### src/rtl/draw_pkg.sv
// Shared types and helpers for the sprite draw sequencer: command record,
// screen bounds, sequencer state encoding and rectangle clipping.
package draw_pkg;

   localparam int unsigned SRC_ADDR_W = 14;  // keep equal to SrcAddrWidth
   localparam int unsigned SCREEN_W   = 640;
   localparam int unsigned SCREEN_H   = 480;

   typedef struct packed {
      logic [9:0]            x;
      logic [9:0]            y;
      logic [9:0]            w;
      logic [9:0]            h;
      logic [SRC_ADDR_W-1:0] src;
      logic                  flip;
   } draw_cmd_t;

   typedef enum logic [2:0] {
      StIdle,
      StFetch,
      StCheck,
      StRun,
      StRelease
   } draw_state_t;

   // Exclusive end coordinate, summed at 11 bits and saturated at the screen edge.
   function automatic logic [9:0] clip_end(input logic [9:0]  start,
                                           input logic [9:0]  len,
                                           input logic [10:0] limit);
      logic [10:0] sum;
      sum = {1'b0, start} + {1'b0, len};
      return (sum > limit) ? limit[9:0] : sum[9:0];
   endfunction

   function automatic logic is_degenerate(input draw_cmd_t cmd);
      return (cmd.w == '0) || (cmd.h == '0) ||
             (cmd.x >= 10'(SCREEN_W)) || (cmd.y >= 10'(SCREEN_H));
   endfunction

endpackage

### src/rtl/draw_cmd_fifo.sv
// Synchronous FIFO of draw commands with a registered read port and
// occupancy count; full is registered from the next-state count.
module draw_cmd_fifo
   import draw_pkg::*;
#(
   parameter int unsigned Depth = 16
) (
   input  logic                         clk,
   input  logic                         reset,
   input  logic                         push,
   input  draw_cmd_t                    push_data,
   input  logic                         pop,
   output draw_cmd_t                    pop_data,
   output logic [$clog2(Depth+1)-1:0]   count,
   output logic                         full
);

   localparam int unsigned PtrW   = $clog2(Depth);
   localparam int unsigned CountW = $clog2(Depth + 1);

   draw_cmd_t         mem_q [Depth];
   logic [PtrW-1:0]   wr_ptr_q, wr_ptr_d;
   logic [PtrW-1:0]   rd_ptr_q, rd_ptr_d;
   logic [CountW-1:0] count_q, count_d;
   logic              full_q, full_d;
   draw_cmd_t         pop_data_q, pop_data_d;
   logic              wr_en, rd_en;

   always_comb begin
      wr_en      = push & ~full_q;
      rd_en      = pop & (count_q != '0);
      wr_ptr_d   = wr_ptr_q + PtrW'(wr_en);
      rd_ptr_d   = rd_ptr_q + PtrW'(rd_en);
      count_d    = count_q + CountW'(wr_en) - CountW'(rd_en);
      full_d     = (count_d == CountW'(Depth));
      pop_data_d = rd_en ? mem_q[rd_ptr_q] : pop_data_q;
   end

   always_ff @(posedge clk) begin
      if (reset) begin
         wr_ptr_q   <= '0;
         rd_ptr_q   <= '0;
         count_q    <= '0;
         full_q     <= 1'b0;
         pop_data_q <= '0;
      end else begin
         wr_ptr_q   <= wr_ptr_d;
         rd_ptr_q   <= rd_ptr_d;
         count_q    <= count_d;
         full_q     <= full_d;
         pop_data_q <= pop_data_d;
      end
   end

   always_ff @(posedge clk) begin
      if (wr_en) begin
         mem_q[wr_ptr_q] <= push_data;
      end
   end

   assign pop_data = pop_data_q;
   assign count    = count_q;
   assign full     = full_q;

endmodule

### src/rtl/sprite_draw_queue.sv
// Frame-synchronous sequencer: snapshots the queued sprite commands on
// frame_start and feeds them one by one through the copy_engine handshake.
module sprite_draw_queue
   import draw_pkg::*;
#(
   parameter int unsigned SrcAddrWidth = 14,
   parameter int unsigned Depth        = 16
) (
   input  logic                    clk,
   input  logic                    reset,
   input  logic                    push,
   input  logic [9:0]              push_x,
   input  logic [9:0]              push_y,
   input  logic [9:0]              push_w,
   input  logic [9:0]              push_h,
   input  logic [SrcAddrWidth-1:0] push_src,
   input  logic                    push_flip,
   output logic                    full,
   input  logic                    frame_start,
   output logic [9:0]              dest_x_start,
   output logic [9:0]              dest_x_end,
   output logic [9:0]              dest_y_start,
   output logic [9:0]              dest_y_end,
   output logic [SrcAddrWidth-1:0] src_addr_start,
   output logic                    flip_x,
   output logic                    execute,
   input  logic                    done,
   output logic                    busy,
   output logic                    frame_done,
   output logic                    overrun
);

   localparam int unsigned CountW = $clog2(Depth + 1);

   draw_cmd_t         push_cmd, cur_cmd;
   logic [CountW-1:0] fifo_count;
   logic [CountW-1:0] remaining_q, remaining_d;
   draw_state_t       state_q, state_d;
   logic [9:0]        x_end_q, x_end_d, y_end_q, y_end_d;
   logic              execute_q, execute_d, busy_q, busy_d;
   logic              frame_done_q, frame_done_d, overrun_q, overrun_d;
   logic              pop;

   assign push_cmd = '{x: push_x, y: push_y, w: push_w, h: push_h,
                       src: push_src, flip: push_flip};

   draw_cmd_fifo #(
      .Depth(Depth)
   ) u_fifo (
      .clk      (clk),
      .reset    (reset),
      .push     (push),
      .push_data(push_cmd),
      .pop      (pop),
      .pop_data (cur_cmd),
      .count    (fifo_count),
      .full     (full)
   );

   // The FIFO read is issued one state early so the head is already registered in FETCH.
   always_comb begin
      state_d      = state_q;
      remaining_d  = remaining_q;
      x_end_d      = x_end_q;
      y_end_d      = y_end_q;
      execute_d    = 1'b0;
      frame_done_d = 1'b0;
      pop          = 1'b0;
      overrun_d    = overrun_q | (frame_start & (state_q != StIdle));
      case (state_q)
         StIdle: begin
            if (frame_start) begin
               remaining_d = fifo_count;
               if (fifo_count == '0) begin
                  frame_done_d = 1'b1;
               end else begin
                  pop     = 1'b1;
                  state_d = StFetch;
               end
            end
         end
         StFetch: begin
            remaining_d = remaining_q - CountW'(1);
            x_end_d     = clip_end(cur_cmd.x, cur_cmd.w, 11'(SCREEN_W));
            y_end_d     = clip_end(cur_cmd.y, cur_cmd.h, 11'(SCREEN_H));
            state_d     = StCheck;
         end
         StCheck: begin
            if (!is_degenerate(cur_cmd)) begin
               execute_d = 1'b1;
               state_d   = StRun;
            end else if (remaining_q != '0) begin
               pop     = 1'b1;
               state_d = StFetch;
            end else begin
               frame_done_d = 1'b1;
               state_d      = StIdle;
            end
         end
         StRun: begin
            if (done) begin
               state_d = StRelease;
            end else begin
               execute_d = 1'b1;
            end
         end
         StRelease: begin
            if (remaining_q != '0) begin
               pop     = 1'b1;
               state_d = StFetch;
            end else begin
               frame_done_d = 1'b1;
               state_d      = StIdle;
            end
         end
         default: state_d = StIdle;
      endcase
      busy_d = (state_d != StIdle);
   end

   always_ff @(posedge clk) begin
      if (reset) begin
         state_q      <= StIdle;
         remaining_q  <= '0;
         x_end_q      <= '0;
         y_end_q      <= '0;
         execute_q    <= 1'b0;
         busy_q       <= 1'b0;
         frame_done_q <= 1'b0;
         overrun_q    <= 1'b0;
      end else begin
         state_q      <= state_d;
         remaining_q  <= remaining_d;
         x_end_q      <= x_end_d;
         y_end_q      <= y_end_d;
         execute_q    <= execute_d;
         busy_q       <= busy_d;
         frame_done_q <= frame_done_d;
         overrun_q    <= overrun_d;
      end
   end

   assign dest_x_start   = cur_cmd.x;
   assign dest_y_start   = cur_cmd.y;
   assign dest_x_end     = x_end_q;
   assign dest_y_end     = y_end_q;
   assign src_addr_start = cur_cmd.src;
   assign flip_x         = cur_cmd.flip;
   assign execute        = execute_q;
   assign busy           = busy_q;
   assign frame_done     = frame_done_q;
   assign overrun        = overrun_q;

endmodule
### config.mk
export PLATFORM = sky130hd
export DESIGN_NAME = sprite_draw_queue
export DESIGN_NICKNAME = d
export VERILOG_FILES = /design/src/rtl/draw_pkg.sv /design/src/rtl/draw_cmd_fifo.sv /design/src/rtl/sprite_draw_queue.sv
export SDC_FILE = /design/constraint.sdc
export NUM_CORES = 1
export LEC_CHECK = 0
export ABC_AREA = 1
export BUFFER_PORTS_ARGS = -buffer_cell sky130_fd_sc_hd__buf_2
export CORE_MARGIN = 1.5
export CORE_UTILIZATION = 60
export CTS_BUF_LIST = sky130_fd_sc_hd__clkbuf_16
export CTS_CLUSTER_DIAMETER = 150
export DETAILED_ROUTE_END_ITERATION = 12
export PLACE_DENSITY = 0.77
export RECOVER_POWER = 25
export REMOVE_ABC_BUFFERS = 1
export SKIP_LAST_GASP = 1
export SYNTH_ARGS = -nofsm -noshare
export SYNTH_HDL_FRONTEND = slang
export SYNTH_HIERARCHICAL = 1
export SYNTH_SLANG_ARGS = --single-unit
### constraint.sdc
create_clock -name clk -period 10.7 [get_ports clk]
set_input_delay 2.14 -clock clk [delete_from_list [all_inputs] [get_ports clk]]
set_output_delay 2.14 -clock clk [all_outputs]
set_load 0.02 [all_outputs]
==> results.toml <==
[floorplan]
die_area_um2 = 72400
core_um2 = 70000
initial_core_util_pct = 60.7
rows = 97
die_w_um = 269
num_io_pins = 120
fp.dieH_um = 269

[placement]
place_congestion = 0.853
dp.cells = 5135
place_hpwl_um = 53100
io_buffers = 119

[critical_path]
crit_chain = "buf_2, inv_1, nor2_1, nand3_1, nor2_4, buf_4"
slowest_delay_ps = 940
slowest_stage = "nor2_4"
path_max_fanout = 30
worstSetupPathType = "in2reg"
crit_path_end_kind = "flop"
cp.required_ps = 10980
crit_arrival_ps = 4880
startpoint_type = "input port"

[route]
drc = 0
vias = 29600
vias_per_cell = 5.57
ant_nets = 0
wl_per_cell_um = 19.3
first_pass_iters = 8
routed_wl_um = 103000
drt_iter0_drc = 3134

[cts]
cts_setup_buffers = 0
hold_buffers = 0
cts_tree = "built"
cts_root_buf = "clkbuf_16"
clk_pin_slew_worst_paths_ps = 60
post_cts_resized = 0
clk_latency_ps = 670
cts_num_sinks = 981
numCtsBuffers = 97
clock_path_buffers = 3
cts_htree_levels = 3

[synth]
synthCells = 4253
synth_edf_count = 880
yosysSeqAreaShare_pct = 67.0
synth.most_common_cell = "nand2_1"
netlist.area_leader.share_pct = 62.2
async_reset_ff_share_pct = 0
synth.distinct_cells = 42
ys_warn_count = 6
ys_seq_elements = 981
avgSynthCellArea_um2 = 9.99
ys_top_cells_by_count = "nand2_1, edfxtp_1, nand3_1"
yosysTopAreaCell = "edfxtp_1"
synthFlopType = "edfxtp_1"
syn_area_um2 = 42500
ys_top_cells_by_area = "edfxtp_1, nand2_1, nand3_1"

[global_routing]
grt_pass1_wl_um = 156000
grt_overflow_total = 0
first_global_vias = 27900
gr-usage-all-layers_pct = 28.4
grt_antenna_before_repair = 5
grt_max_degree = 229

[job]
drv_cap = 0

[sta]
skew_ps = 31.0
setup_violations = 0
rsz0062_at_grt = "no"
worst_slew_pin_slew_ps = 1190
hold_ws_ps = 464
period_needed_ps = 4610
finalHoldViolCount = 0
maxSlewHeadroom_pct = 20.8
timing.fmax_mhz = 217
fin_crit_sh_pct = 43.0
drv_slew = 0

[power_and_ir_drop]
max-vdd-ir-drop_v = 0.000234
power_density_nw_per_um2 = 243
p_leak_uw = 0.0198
fin_total_pwr_uw = 11300

[hold_path]
hold_path_class = "reg2reg"

[finish]
final_nets = 4386
instances_no_fill = 5315
area_growth_pct = 9.41
antenna_cells = 0
drive_above_1_share_pct = 6.51

[run_status]
status = "finished, final reports clean"
==> kinds of logic (layout without fill, tap and decap cells) <==
family	after synthesis	count (layout)	share of synthesized area [%]
AOI/OAI and AO/OA	70	70	0.928
xor gates and xnor gates	13	13	0.268
adders and majority gates	32	32	0.995
buffers and inverters	787	909	7.70
DFF	981	981	67.0
and+or+nand+nor	2370	2370	23.1
==> power breakdown <==
| group | internal (uW) | total (uW) | leakage [uW] | switching (uW) |
|---|---|---|---|---|
| registers | 4480 | 4790 | 0.00878 | 313 |
| clock network | 1750 | 3160 | 0.00155 | 1410 |
| logic | 1010 | 3340 | 0.00949 | 2330 |
==> registers in the layout, indices dropped and copies added, names as in the netlist <==
register,cells
u_fifo/full,1
u_fifo/mem_q,880
execute,1
u_fifo/rd_ptr_q,4
busy,1
dest_x_end,10
u_fifo/pop_data,55
u_fifo/wr_ptr_q,4
state_q,3
remaining_q,5
overrun,1
dest_y_end,10
u_fifo/count,5
frame_done,1
==> path summary, 6_finish.rpt <==
check | cells after the start | slack, ps | from | end
max | 6 | 6090 | push | u_fifo/mem_q[5][54]
min | 2 | 460 | dest_x_end[1] | dest_x_end[1]
max reg2reg | 10 | 7270 | u_fifo/rd_ptr_q[0] | u_fifo/pop_data[14]
min reg2reg | 2 | 460 | dest_x_end[1] | dest_x_end[1]
==> through the flow <==
step	util [%]	TNS (ps)	setup slack, ps	cell area, um^2
finish	66.4	0	6090	46500
global route	66.4	0	6040	46500
CTS	66.4	0	6180	46500
detailed placement	62.2	0	5500	43600
global placement	62.2	0	5550	43600
floorplan	-	-229850	-4010	41400
==> cell type report <==
cell class / instances / area [um^2]
Clock inverter: 81 / 475
Fill cell: 5119 / 23500
Clock buffer: 99 / 2480
Sequential cell: 981 / 28500
Timing Repair Buffer: 149 / 802
Multi-Input combinational cell: 2485 / 10900
Tap cell: 940 / 1180
Inverter: 580 / 2200
==> routing by layer <==
metal	global-route usage, %	share of wire (%)	vias to the layer above
met3	4.90	9.8	215
met2	45.9	47	1481
met4	9.85	2.9	8
li1	-	-	13900
met5	0	0.058	-
met1	39.1	40	14000
==> placed cells by master (no fill, tap or decap), types with 4 or more instances in the layout <==
| cell type | n |
|---|---|
| nand2_1 | 1502 |
| edfxtp_1 | 880 |
| nand3_1 | 648 |
| inv_1 | 598 |
| nor2_1 | 168 |
| clkbuf_16 | 99 |
| dfxtp_1 | 97 |
| buf_2 | 81 |
| a21oi_1 | 37 |
| clkbuf_1 | 37 |
| ha_1 | 29 |
| buf_4 | 29 |
| clkinv_2 | 24 |
| clkinv_1 | 23 |
| nor2_4 | 17 |
| o21ai_0 | 14 |
| xor2_1 | 9 |
| nand4_1 | 7 |
| nor3_1 | 6 |
| o21bai_1 | 5 |
| nand3b_1 | 5 |
| nor4_1 | 4 |
| a31oi_1 | 4 |
| xnor2_1 | 4 |
| dfxtp_4 | 4 |
==> worst max-delay path, delay by kind of cell <==
family | cells | cell delay [ps]
buffers and inverters | 3 | 730
AND/OR/NAND/NOR | 3 | 1980
Power figures use the tool's default switching activity.
